<file path="config.mk">
export PLATFORM = sky130hd
export DESIGN_NAME = mem_arbiter
export DESIGN_NICKNAME = d
export VERILOG_FILES = /design/src/rtl/mem_arb_pkg.sv /design/src/rtl/mem_arbiter.sv
export SDC_FILE = /design/constraint.sdc
export NUM_CORES = 1
export LEC_CHECK = 0
export CAP_MARGIN = 5
export CORE_MARGIN = 10
export CORE_UTILIZATION = 45
export DETAILED_ROUTE_END_ITERATION = 12
export PLACE_DENSITY = 0.8
export SLEW_MARGIN = 20
export SYNTH_ARGS = -nofsm -noshare
export SYNTH_HDL_FRONTEND = slang
export SYNTH_SLANG_ARGS = --single-unit
</file>
<file path="constraint.sdc">
create_clock -name clk -period 7.9 [get_ports clk]
set_input_delay 2.37 -clock clk [delete_from_list [all_inputs] [get_ports clk]]
set_output_delay 2.37 -clock clk [all_outputs]
set_load 0.01 [all_outputs]
</file>
<file path="src/rtl/mem_arb_pkg.sv">
// mem_arb_pkg
//   Shared types and constants for the unified-memory arbiter.
//   - state_t    : arbiter FSM states
//   - REQ_IF/REQ_D: requester ids (fetch / load-store)
//   - STRB_FULL  : byte-strobe value that denotes a whole-word store
//   - byte_merge : per-lane select between new store data and old memory word
package mem_arb_pkg;

    typedef enum logic [1:0] {
        IDLE     = 2'd0,
        ACCESS   = 2'd1,
        MERGE_WR = 2'd2,
        RESP     = 2'd3
    } state_t;

    localparam logic       REQ_IF    = 1'b0;
    localparam logic       REQ_D     = 1'b1;
    localparam logic [3:0] STRB_FULL = 4'b1111;

    // Lanes with strb set take the store data, the rest keep the old word.
    function automatic logic [31:0] byte_merge(input logic [31:0] wdata,
                                               input logic [31:0] old,
                                               input logic [3:0]  strb);
        logic [31:0] merged;
        for (int i = 0; i < 4; i++) begin
            merged[8*i +: 8] = strb[i] ? wdata[8*i +: 8] : old[8*i +: 8];
        end
        return merged;
    endfunction

endpackage

</file>
<file path="src/rtl/mem_arbiter.sv">
// mem_arbiter
//   Round-robin arbiter sharing a single-port, word-write-only memory between
//   the instruction-fetch requester and the load/store requester. Each access
//   is latched at grant; byte/halfword stores are done as read-modify-write.
//
// Ports:
//   clk, reset                 rising-edge clock, async active-high reset
//   if_req/if_addr             fetch request (read only) and byte address
//   if_ack/if_rdata            one-cycle completion pulse and fetched word
//   d_req/d_we/d_addr          data request, 1=store, byte address
//   d_wdata/d_strb             lane-aligned store data and byte enables
//   d_ack/d_rdata              one-cycle completion pulse and load data
//   mem_address/mem_data_in    memory address and write data
//   mem_data_out               memory combinational read data
//   mem_we                     memory write enable (write at clk edge)
module mem_arbiter
    import mem_arb_pkg::*;
#(
    parameter int AW         = 32,
    parameter bit RESET_PRIO = 1'b1
) (
    input  logic          clk,
    input  logic          reset,
    input  logic          if_req,
    input  logic [AW-1:0] if_addr,
    output logic          if_ack,
    output logic [31:0]   if_rdata,
    input  logic          d_req,
    input  logic          d_we,
    input  logic [AW-1:0] d_addr,
    input  logic [31:0]   d_wdata,
    input  logic [3:0]    d_strb,
    output logic          d_ack,
    output logic [31:0]   d_rdata,
    output logic [AW-1:0] mem_address,
    output logic [31:0]   mem_data_in,
    input  logic [31:0]   mem_data_out,
    output logic          mem_we
);

    state_t        state;
    logic          rr_last;    // requester served most recently
    logic          win_q;      // requester owning the current access
    logic          we_q;
    logic [AW-1:0] addr_q;
    logic [31:0]   wdata_q;
    logic [3:0]    strb_q;
    logic [31:0]   merged_q;

    logic grant_d;
    logic partial_q;
    logic to_resp;

    // Data wins when it is alone, or on a tie when fetch was served last.
    assign grant_d   = d_req && (!if_req || (rr_last == REQ_IF));
    assign partial_q = we_q && (strb_q != STRB_FULL) && (strb_q != 4'b0000);
    assign to_resp   = ((state == ACCESS) && !partial_q) || (state == MERGE_WR);

    // Write enable depends only on state and the latched access type, so it
    // can never be raised in IDLE or RESP and drops immediately on reset.
    assign mem_we = ((state == ACCESS) && we_q && (strb_q == STRB_FULL)) ||
                    (state == MERGE_WR);

    always_comb begin
        mem_data_in = '0;
        if (state == MERGE_WR) begin
            mem_data_in = merged_q;
        end else if (mem_we) begin
            mem_data_in = wdata_q;
        end
    end

    assign mem_address = addr_q;

    always_ff @(posedge clk or posedge reset) begin
        if (reset) begin
            state    <= IDLE;
            rr_last  <= RESET_PRIO ? REQ_IF : REQ_D;
            win_q    <= REQ_IF;
            we_q     <= 1'b0;
            addr_q   <= '0;
            wdata_q  <= '0;
            strb_q   <= '0;
            merged_q <= '0;
            if_ack   <= 1'b0;
            d_ack    <= 1'b0;
            if_rdata <= '0;
            d_rdata  <= '0;
        end else begin
            // Acks are registered: they rise in the cycle the FSM sits in RESP.
            if_ack <= to_resp && (win_q == REQ_IF);
            d_ack  <= to_resp && (win_q == REQ_D);

            case (state)
                IDLE: begin
                    if (if_req || d_req) begin
                        if (grant_d) begin
                            win_q   <= REQ_D;
                            rr_last <= REQ_D;
                            addr_q  <= d_addr;
                            we_q    <= d_we;
                            wdata_q <= d_wdata;
                            strb_q  <= d_strb;
                        end else begin
                            win_q   <= REQ_IF;
                            rr_last <= REQ_IF;
                            addr_q  <= if_addr;
                            we_q    <= 1'b0;
                            wdata_q <= '0;
                            strb_q  <= '0;
                        end
                        state <= ACCESS;
                    end
                end
                ACCESS: begin
                    if (!we_q) begin
                        if (win_q == REQ_D) begin
                            d_rdata <= mem_data_out;
                        end else begin
                            if_rdata <= mem_data_out;
                        end
                        state <= RESP;
                    end else if (partial_q) begin
                        merged_q <= byte_merge(wdata_q, mem_data_out, strb_q);
                        state    <= MERGE_WR;
                    end else begin
                        // Full store is written at this edge; empty strobe writes nothing.
                        state <= RESP;
                    end
                end
                MERGE_WR: state <= RESP;
                RESP:     state <= IDLE;
                default:  state <= IDLE;
            endcase
        end
    end

endmodule

</file>
* After elaboration in Yosys (flattened, before gate mapping)
Index checks and enable logic that the tools add are counted.
** Word-level totals
- Register bits :: 170
- Bits of input ports :: 137
- Output and inout port bits :: 131
- Logic and storage cells :: 54
** Cells by class
- Equality and inequality tests :: 6
- Muxes and demuxes :: 15
- Bitwise gates (word level) :: 2
- Reductions and logical operators :: 20
** Operators by type and width (count)
- two-way mux 32 bit :: 4
- two-way mux 8 bit :: 4
- AND reduction 3 bit :: 3
- logical AND 1 bit :: 8
- one-hot mux 2 bit (4 select lines) :: 1
- equality test 2 bit (second input constant) :: 2
- equality test 4 bit (second input constant) :: 1
- logical OR 1 bit :: 4
- two-way mux 1 bit :: 4
- two-way mux 4 bit :: 1
- inequality test 4 bit (second input constant) :: 1
- nonzero test 4 bit :: 1
- equality test 2 x 1 -> 1 bit (second input constant) :: 1
- logical NOT 1 bit :: 2
- logical NOT 2 bit :: 1
- two-way mux 2 bit :: 1
- inequality test 2 bit (second input constant) :: 1
- NOT 1 bit :: 2
- AND reduction 2 bit :: 1

* Depth between registers and ports, before layout
- Word-level depth :: 7
- Gate-level depth with buffers :: 7
- Mapped depth without buffers :: 5

* Least setup slack after synthesis
No wires, ideal clock.
- Kind :: register to output
- Start point :: reg state[0]
- End point :: out mem_data_in[10]
- Arrival :: 1479 ps
- Data required time :: 5530 ps
- Slack :: 4051 ps
- Cell stages (with the launch flop) :: 8
- Path through :: dfrtp_1 > inv_1 > ha_1 > clkbuf_1 > clkinv_1 > clkbuf_1 > nand2_1 > o21ai_0
** On the way
- Cells in the longest elaborated chain, start to end :: 6
** Ends and longest elaborated chain
- start: declaration :: line mem_arbiter.sv:41 : state_t state;
- start signal: assignment :: line mem_arbiter.sv:77 : state <= IDLE;
- start signal: assignment :: line mem_arbiter.sv:112 : state <= ACCESS;
- start signal: assignment :: line mem_arbiter.sv:122 : state <= RESP;
- equality test 2 x 1 -> 1 bit :: line mem_arbiter.sv:61 : assign mem_we = ((state == ACCESS) && we_q && (strb_q == STRB_FULL)) ||
- logical AND 1 bit (2 in series) :: line mem_arbiter.sv:61
- logical OR 1 bit :: line mem_arbiter.sv:61
- two-way mux 32 bit :: line mem_arbiter.sv:68 : end else if (mem_we) begin
- two-way mux 32 bit (*) :: line mem_arbiter.sv:66 : if (state == MERGE_WR) begin
- end: declaration :: line mem_arbiter.sv:36 : output logic [31:0] mem_data_in,
Mark *: on every way between the ends. The rest lies on a longest branch, timed or not.

* Worst setup path after layout
- Start point :: reg strb_q[1]
- End point :: out mem_data_in[29]
** On the way
- Cells in the longest elaborated chain, start to end :: 5
** Ends and longest elaborated chain
- start: declaration :: line mem_arbiter.sv:47 : logic [3:0] strb_q;
- start signal: assignment :: line mem_arbiter.sv:103 : strb_q <= d_strb;
- equality test 4 bit :: line mem_arbiter.sv:61
- logical AND 1 bit :: line mem_arbiter.sv:61
- logical OR 1 bit :: line mem_arbiter.sv:61
- two-way mux 32 bit :: line mem_arbiter.sv:68
- two-way mux 32 bit :: line mem_arbiter.sv:66
Every way passes these cells.

==> metrics.md <==
| Metric | Value |
|---|---|
| Part of the total power dissipated in combinational logic | `44.2%` |
| Avg WL per Cell | `20.5 microns` |
| Die Height | `150 microns` |
| Maximum resistive drop on vdd | `0.201 mV` |
| Max cap viols | `0` |
| Async set-or-reset flop fraction in the synthesized netlist | `100%` |
| DPL Wire Length | `16300 microns` |
| Row cnt | `47` |
| Number of hold buffers added after CTS | `0` |
| Endpoint type of the worst setup path | `output port` |
| Core Region | `16600 sq um` |
| Die Area | `22500 sq um` |
| Clock buffer count from CTS | `17` |
| GRT Total Usage | `19.6%` |
| Number of clock sinks | `170` |
| Initial Util | `45.9%` |
| Multiplexer share of the synthesized area | `24.7%` |
| Share of synthesized area occupied by flip-flops and latches | `55.8%` |
| Largest net degree at the start of global routing | `69` |
| Final Setup Violations | `0` |
| P_sw | `1.46 mW` |
| Smallest hold slack | `0.480 ns` |
| Starting DRT DRC Count | `206` |
| Worst hold path type | `flop to flop` |
| Outcome | `finished clean` |
| Total congestion overflow after global routing | `0` |
| Main combinational cell family by area after synthesis | `multiplexers` |
| Basic-gate share of the synthesized area counting and, or, nand and nor cells | `6.03%` |
| Cts repair resizes | `0` |
| Later-pin clock latency in the skew report | `0.42 ns` |
| PD cells | `396 nW/um^2` |
| Final Wtd Congestion | `0.794` |
| Total via count after detailed routing | `5545` |
| Post-synthesis to final-layout area growth | `44.5%` |
| Least-Margin Pin Slew | `1.05 ns` |
| Area share of xor/xnor cells in the synthesized design | `0%` |
| CTS tree | `yes` |
| Unrepaired setup endpoints after global routing | `no` |
| Setup tns final | `0 ns` |
| Buffers inserted during post-CTS setup optimization | `0` |
| Sort of element at the start of the critical path | `flop` |
| Pleak | `4.67 nW` |
| Buffers from clock root to sink, at most | `2` |
| Final clock period utilization by the worst path | `69.9%` |
| Nets | `990` |
| Sequential share of power | `36.6%` |
| Proportion of power drawn by the clock network | `19.2%` |
| Clock tree skew after final layout | `0.00813 ns` |
| Net switching fraction of the power | `33.4%` |
| Drt total wl | `22300 microns` |
| Compound-Gate Fraction of Synth Area | `9.20%` |
| Worst-case headroom to the max-slew limit | `29.5%` |
| Clk Tree Root Cell | `clkbuf_16` |
| Fin. max-slew vios | `0` |
| Register bit total from synthesis | `170` |
| Layout cell share with drive strength beyond 1 | `20.9%` |
| Dominant synthesized flop cell | `dfrtp_1` |
| I/O Buffers | `267` |
| Internal power component | `2.90 mW` |
| Distinct cell type count after synthesis | `33` |
| Netlist area before placement | `7620 sq um` |
| Synthesized netlist net count | `739` |
| Critical Path Fanout Max | `32` |
| Post-synthesis share of cell area spent on full adders, half adders and majority gates | `0.657%` |
| Number of top-level pins | `268` |
| Vias/cell | `5.12` |
| Horizontal die dimension | `150 microns` |
| Number of iterations in the first detailed-routing pass | `4` |
| Number of enable flip-flop cells after synthesis | `0` |
| Via count of the first global-routing pass | `5918` |
| Data arrival time of the worst path | `3.15 ns` |
| Global-route wire length before repair | `34300 microns` |
| Cell count after synthesis | `598` |
| CTS H-tree depth | `4` |
| Classification of the worst setup path | `flop to output port` |
| Worst EP required | `5.53 ns` |
| Time the worst path needs with I/O delays and setup | `5.52 ns` |
| Fmax achieved | `181 MHz` |
| Post-route ant nets | `0` |
| Fin. Hold Viols | `0` |
| Number of design rule violations left after detail routing | `0` |
| Clock transition at the registers of the reported paths | `0.07 ns` |
| Synthesized area per cell | `12.7 sq um` |
| Number of antenna violations at the first check in global routing | `0` |
| Synth Warn # | `0` |
[Yosys cell counts (all sizes together) (4+ instances only)]
library cell  instances  area [sq um]
ha                    4          50.1
dfrtp               170          4250
o21ai                65           325
buf                  29           201
nand2                97           364
mux2i                32           320
clkbuf               13          48.8
a22o                 37           325
mux2                129          1570
inv                   4          15.0
[per-stage QoR]
| stage | worst slack [ns] | utilization (%) | total power [mW] | std cells | cell area [sq um] |
|---|---|---|---|---|---|
| after detailed placement | 2.37 | 62.8 | 3.56 | 1050 | 10400 |
| after global placement | 2.58 | 62.8 | 3.50 | 1050 | 10400 |
| after global routing | 2.18 | 66.3 | 4.62 | 1082 | 11000 |
| after CTS | 1.84 | 66.3 | 4.41 | 1082 | 11000 |
| final | 2.38 | 66.4 | 4.36 | 1084 | 11000 |
| after floorplan | 0.927 | - | 2.61 | 598 | 7620 |
[placed cells by master, fill, tap and decap left out, types with 2 or more instances in the layout]
master           synthesis  layout
nand2_1                 97      97
clkbuf_16                0      17
ha_1                     4       4
dfrtp_1                170     170
nand3_2                  0       2
o21ai_0                 65      64
bufinv_16                0       2
inv_1                    4       3
clkinv_2                 0       2
mux2_4                  30      30
clkinvlp_4               0       2
buf_4                    2       7
diode_2                  0       2
clkinv_4                 0       3
mux2i_1                 32      32
inv_6                    0       7
a22o_1                  36      36
clkdlybuf4s50_1          0     267
mux2_2                  99      99
[critical path: stages, from the launching register on]
cell and delay [ns]:
dfrtp_1 0.66, and4_2 0.41, nand3_2 0.56, o21ai_0 0.46, clkdlybuf4s50_1 0.64
[cells by family (layout without fill, tap and decap cells)]
| family | after synthesis | count (layout) |
|---|---|---|
| buf+inv | 47 | 311 |
| compound gates | 109 | 109 |
| simple gates | 107 | 107 |
| mux | 161 | 161 |
| flops | 170 | 170 |
| other cells | 0 | 2 |
| fa+ha+maj | 4 | 4 |
[area by class of cell]
| type | count | area, sq um |
|---|---|---|
| Antenna cell | 2 | 5.00 |
| Clock buffer | 17 | 425 |
| Clock inverter | 15 | 164 |
| Fill cell | 1309 | 5580 |
| Inverter | 5 | 23.8 |
| Multi-Input combinational cell | 381 | 3140 |
| Sequential cell | 170 | 4250 |
| Tap cell | 220 | 275 |
| Timing Repair Buffer | 274 | 2730 |
[state kept, by name, indices dropped and copies added, names as in the netlist]
signal,count
wdata_q,32
if_ack,1
we_q,1
mem_address,32
strb_q,4
d_ack,1
win_q,1
if_rdata,32
d_rdata,32
state,2
merged_q,32
[power by group through the flow]
stage               sequential [mW]  combinational, mW  clock (mW)
floorplan                      1.64              0.979           0
global placement               1.58               1.92           0
detailed placement             1.60               1.95           0
CTS                            1.59               1.96       0.857
global route                   1.65               2.08       0.896
finish                         1.59               1.93       0.839
[final timing paths]
| kind | startpoint | endpoint | slack, ns | depth (start not counted) |
|---|---|---|---|---|
| min reg2reg | mem_address[26] | mem_address[26] | 0.48 | 2 |
| max | strb_q[1] | mem_data_in[29] | 2.38 | 4 |
| max reg2reg | strb_q[0] | merged_q[3] | 5.26 | 4 |
| min | mem_address[26] | mem_address[26] | 0.48 | 2 |
| min in group asynchronous | reset | mem_address[18] | 2.34 | 2 |
| max in group asynchronous | reset | mem_address[19] | 4.36 | 3 |
[routing by layer]
layer	routed length [microns]	GRT usage, %	part of all wire, %
met4	188	4.52	0.84
met3	1620	6.27	7.3
met2	11300	33.3	51
met1	9190	23.9	41
met5	0	0	0
No activity file was read; power rests on OpenSTA's default activity.
